**src/rtl/mux2_rr_arbiter.sv**
```systemverilog
// Two-requester round-robin arbiter driving a shared data bus.
// Grants are registered; a grant holder is pre-empted after MAX_HOLD cycles under contention.
module mux2_rr_arbiter #(
  parameter int unsigned WIDTH    = 4,
  parameter int unsigned MAX_HOLD = 8
) (
  input  logic             clk,
  input  logic             rst,
  input  logic             req0,
  input  logic             req1,
  input  logic [WIDTH-1:0] data0,
  input  logic [WIDTH-1:0] data1,
  output logic             gnt0,
  output logic             gnt1,
  output logic             sel,
  output logic [WIDTH-1:0] out_data,
  output logic             out_valid
);

  typedef enum logic [1:0] {IDLE, GNT0, GNT1} state_t;

  localparam logic [7:0] HOLD_MAX = 8'(MAX_HOLD);

  state_t     r_state, w_state_nxt;
  logic       r_sel, w_sel_nxt;
  logic       r_last, w_last_nxt;
  logic [7:0] r_hold, w_hold_nxt;

  always_ff @(posedge clk) begin
    if (rst) begin
      r_state <= IDLE;
      r_sel   <= 1'b0;
      r_last  <= 1'b1;
      r_hold  <= '0;
    end else begin
      r_state <= w_state_nxt;
      r_sel   <= w_sel_nxt;
      r_last  <= w_last_nxt;
      r_hold  <= w_hold_nxt;
    end
  end

  always_comb begin
    w_state_nxt = r_state;
    unique case (r_state)
      IDLE: begin
        if (req0 && req1)  w_state_nxt = r_last ? GNT0 : GNT1;
        else if (req0)     w_state_nxt = GNT0;
        else if (req1)     w_state_nxt = GNT1;
      end
      GNT0: begin
        if (!req0)                          w_state_nxt = req1 ? GNT1 : IDLE;
        else if (req1 && r_hold == HOLD_MAX) w_state_nxt = GNT1;
      end
      GNT1: begin
        if (!req1)                          w_state_nxt = req0 ? GNT0 : IDLE;
        else if (req0 && r_hold == HOLD_MAX) w_state_nxt = GNT0;
      end
      default: w_state_nxt = IDLE;
    endcase
  end

  // Entering a grant restarts the hold count; staying counts up to saturation; IDLE freezes all.
  always_comb begin
    w_sel_nxt  = r_sel;
    w_last_nxt = r_last;
    w_hold_nxt = r_hold;
    if (w_state_nxt != IDLE && w_state_nxt != r_state) begin
      w_sel_nxt  = (w_state_nxt == GNT1);
      w_last_nxt = (w_state_nxt == GNT1);
      w_hold_nxt = 8'd1;
    end else if (w_state_nxt != IDLE && r_hold < HOLD_MAX) begin
      w_hold_nxt = r_hold + 8'd1;
    end
  end

  assign gnt0      = (r_state == GNT0);
  assign gnt1      = (r_state == GNT1);
  assign sel       = r_sel;
  assign out_valid = (gnt0 & req0) | (gnt1 & req1);
  assign out_data  = out_valid ? (r_sel ? data1 : data0) : '0;

endmodule
```
**config.mk**
```make
export PLATFORM = sky130hd
export DESIGN_NAME = mux2_rr_arbiter
export DESIGN_NICKNAME = d
export VERILOG_FILES = /design/src/rtl/mux2_rr_arbiter.sv
export SDC_FILE = /design/constraint.sdc
export NUM_CORES = 1
export LEC_CHECK = 0
export ABC_CLOCK_PERIOD_IN_PS = 2300
export CAP_MARGIN = 25
export CORE_MARGIN = 1.5
export CORE_UTILIZATION = 45
export DETAILED_ROUTE_END_ITERATION = 16
export GPL_TIMING_DRIVEN = 0
export PLACE_DENSITY = 0.77
export RECOVER_POWER = 100
export REMOVE_ABC_BUFFERS = 1
export SYNTH_ARGS = -nofsm -noshare
export SYNTH_HDL_FRONTEND = slang
export SYNTH_SLANG_ARGS = --single-unit
```
**constraint.sdc**
```tcl
create_clock -name clk -period 2.3 [get_ports clk]
set_input_delay 0.46 -clock clk [delete_from_list [all_inputs] [get_ports clk]]
set_output_delay 0.46 -clock clk [all_outputs]
set_load 0.05 [all_outputs]
```
==> results of run 1 <==
-- synth_stat cells (all sizes together) (3+ instances only) --
master / count / share of area
dfxtp: 12 / 0.36
inv: 5 / 0.028
nand2b: 3 / 0.028
a21oi: 3 / 0.022
and2: 6 / 0.056
nor2b: 3 / 0.028
nor2: 10 / 0.056
mux2i: 5 / 0.074
-- path summary, 6_finish.rpt --
path	end	slack, ps	cells past startpoint
max	out_data[0]	70	4
min reg2reg	r_hold[6]$_SDFFE_PP0P_	460	1
min	r_hold[6]$_SDFFE_PP0P_	460	1
max reg2reg	sel$_SDFFE_PP0P_	340	4
-- timing repair --
action	in CTS	in global routing
setup endpoints to repair	7	4
hold buffers	0	0
gates resized for setup	18	7
setup buffers	0	0
pin swaps	0	1
-- logic make-up after synthesis --
logic type      after synthesis  synth area share
simple gates                 28            0.2212
xor+xnor                      2           0.02603
fa+ha+maj                     2           0.03717
compound gates               17            0.2231
flops                        12            0.3569
mux                           6           0.09108
buf+inv                       8           0.04461
-- metrics by stage --
| stage | worst slack (ps) | instances | power (W) |
|---|---|---|---|
| after global routing | 8.664 | 110 | 0.0005408 |
| final | 73.79 | 110 | 0.0005197 |
| after global placement | -397.1 | 106 | 0.0003573 |
| after floorplan | -486.5 | 72 | 0.0003100 |
| after detailed placement | -421.0 | 106 | 0.0003595 |
| after CTS | 38.47 | 110 | 0.0005287 |
-- power groups by stage --
stage | Clock, W | Combinational [W] | Sequential (W)
floorplan | 0 | 0.0000728 | 0.000237
global route | 0.000179 | 0.000130 | 0.000232
CTS | 0.000173 | 0.000124 | 0.000232
finish | 0.000169 | 0.000120 | 0.000231
global placement | 0 | 0.000122 | 0.000236
detailed placement | 0 | 0.000123 | 0.000236
-- registers in the layout (all words and copies together), names as in the netlist --
register / count
r_state: 2
sel: 1
r_last: 1
r_hold: 8
-- layer usage --
layer  GRT usage  up-vias
met5           0        -
met4     0.03871        0
met3     0.04348        4
met2      0.3063       10
met1      0.2636      274
li1            -      308
-- layout make-up --
type / instances / area (sq um) / area share
well taps: 15 / 18.77 / 0.02110
flip-flops and latches: 12 / 241.5 / 0.2714
repair buffers: 19 / 182.7 / 0.2053
multi-input cells: 55 / 391.6 / 0.4402
inverters: 5 / 18.77 / 0.02110
clock buffers: 4 / 36.28 / 0.04079
==> impl_metrics.yaml, run 1 <==
clock_tree:
  clkLatencyLatePin_ps: 270
  clockRootBuffer: "clkbuf_4"
  clk_pin_slew_ps: 80
  htreeDepth: 1
  cts_buffers: 3
  clkSinkCount: 12
  tritoncts: "yes"
  max-clock-path-buffers: 2
status:
  status: "completed"
timing:
  finalCritPeriodShare: 0.9679
  worstMarginPinSlew_ps: 671.6
  rsz0062_at_grt: "no"
  hold_viol: 0
  drv_slew: 0
  max_slew_margin: 0.5488
  hold_ws_ps: 460.1
  fmax_ghz: 0.4492
  setup_viol: 0
  finalSetupTns_ps: 0
  min_period_ps: 2226
  finalClockSkew_ps: 1.790
power_and_ir_drop:
  switching_share: 0.3004
  power.share.clock: 0.325
  switching_power_w: 0.0001561
  vdd_drop_max_mv: 0.4416
  power.leakage_nw: 0.3831
  power.internal_w: 0.0003636
  comb_power_share: 0.231
  power.share.sequential: 0.444
  power_density_nw_per_um2: 584.2
layout:
  fill_cells: 119
  nNetsFinal: 110
  layout_commonest_cell: "dfxtp_1"
  diodes: 0
  stdcell_area_sq_um: 889.6
  post-route-util: 0.6589
  area_growth_pct: 32.16
  drive_gt1_frac: 0.1474
  final_cell_mix: "dfxtp_1 (11), nor2_1 (10), clkdlybuf4s50_1 (10)"
logic_synthesis:
  netlist_area_sq_um: 673.1
  yosysWarnings: 0
  synth-seq-cells: 12
  synth-main-ff-cell: "dfxtp_1"
  synth_cells: 75
  async_flop_share: 0
  synth_area_per_cell_sq_um: 8.975
  synth_edf_count: 0
  synth-seq-area-share: 0.3569
  synth.distinct_cells: 30
global_routing:
  grt_pass1_vias: 544
  antenna_found_initial: 0
  grt_pass1_wl_um: 2601
  gr-usage-all-layers: 0.1913
  grt_max_degree: 13
  grt_overflow: 0
die:
  die_x_um: 41.68
  ioPinCount: 20
  dieArea_sq_um: 1737
  row_count: 13
  start_util: 0.4986
  die_y_um: 41.68
  core_sq_um: 1350
routing:
  ant_nets: 0
  drtPass1Iterations: 4
  top_layer_used: "met4"
  wl_um: 1569
  m1WireLength_um: 747
  wl_met2_um: 760
  drc: 0
  route.met3.wl_um: 35
  vias: 596
  drt-wirelength-per-cell_um: 14.26
  vias_per_cell: 5.418
  drtIter0Drc: 11
critical_path:
  end_kind: "primary output"
  crit_type: "input port to primary output"
  crit_path_start_kind: "input port"
  critPathBufInv: 2
  critPathLaunch: "req0"
  critPathMaxStageDelay_ps: 540
  cp_slowest_cell: "clkdlybuf4s50_1"
  cp_max_fo: 7
  crit_chain: "clkdlybuf4s50_1, a22oi_2, nor2_1, clkdlybuf4s18_2"
  critPathArrivalTime_ps: 1770
  cp.required_ps: 1840
  r2r-start: "r_hold[4]$_SDFFE_PP0P_"
  crit_family: "buffers and inverters"
place:
  portBuffers: 19
  dpl.hpwl_um: 1100
  gp_congestion: 0.7979
  placedInstanceArea_sq_um: 870.8
job:
  maxCapViolCount: 0
hold_path:
  hp-class: "flop to flop"
  hp-start: "r_hold[6]$_SDFFE_PP0P_"
Power figures use the tool's default switching activity.
==> inputs of run 2 (changes only) <==
Settings changed: CTS_CLUSTER_SIZE set to 16.
==> results of run 2 <==
No change in the layout: final DEF, timing and power equal those of run 1.
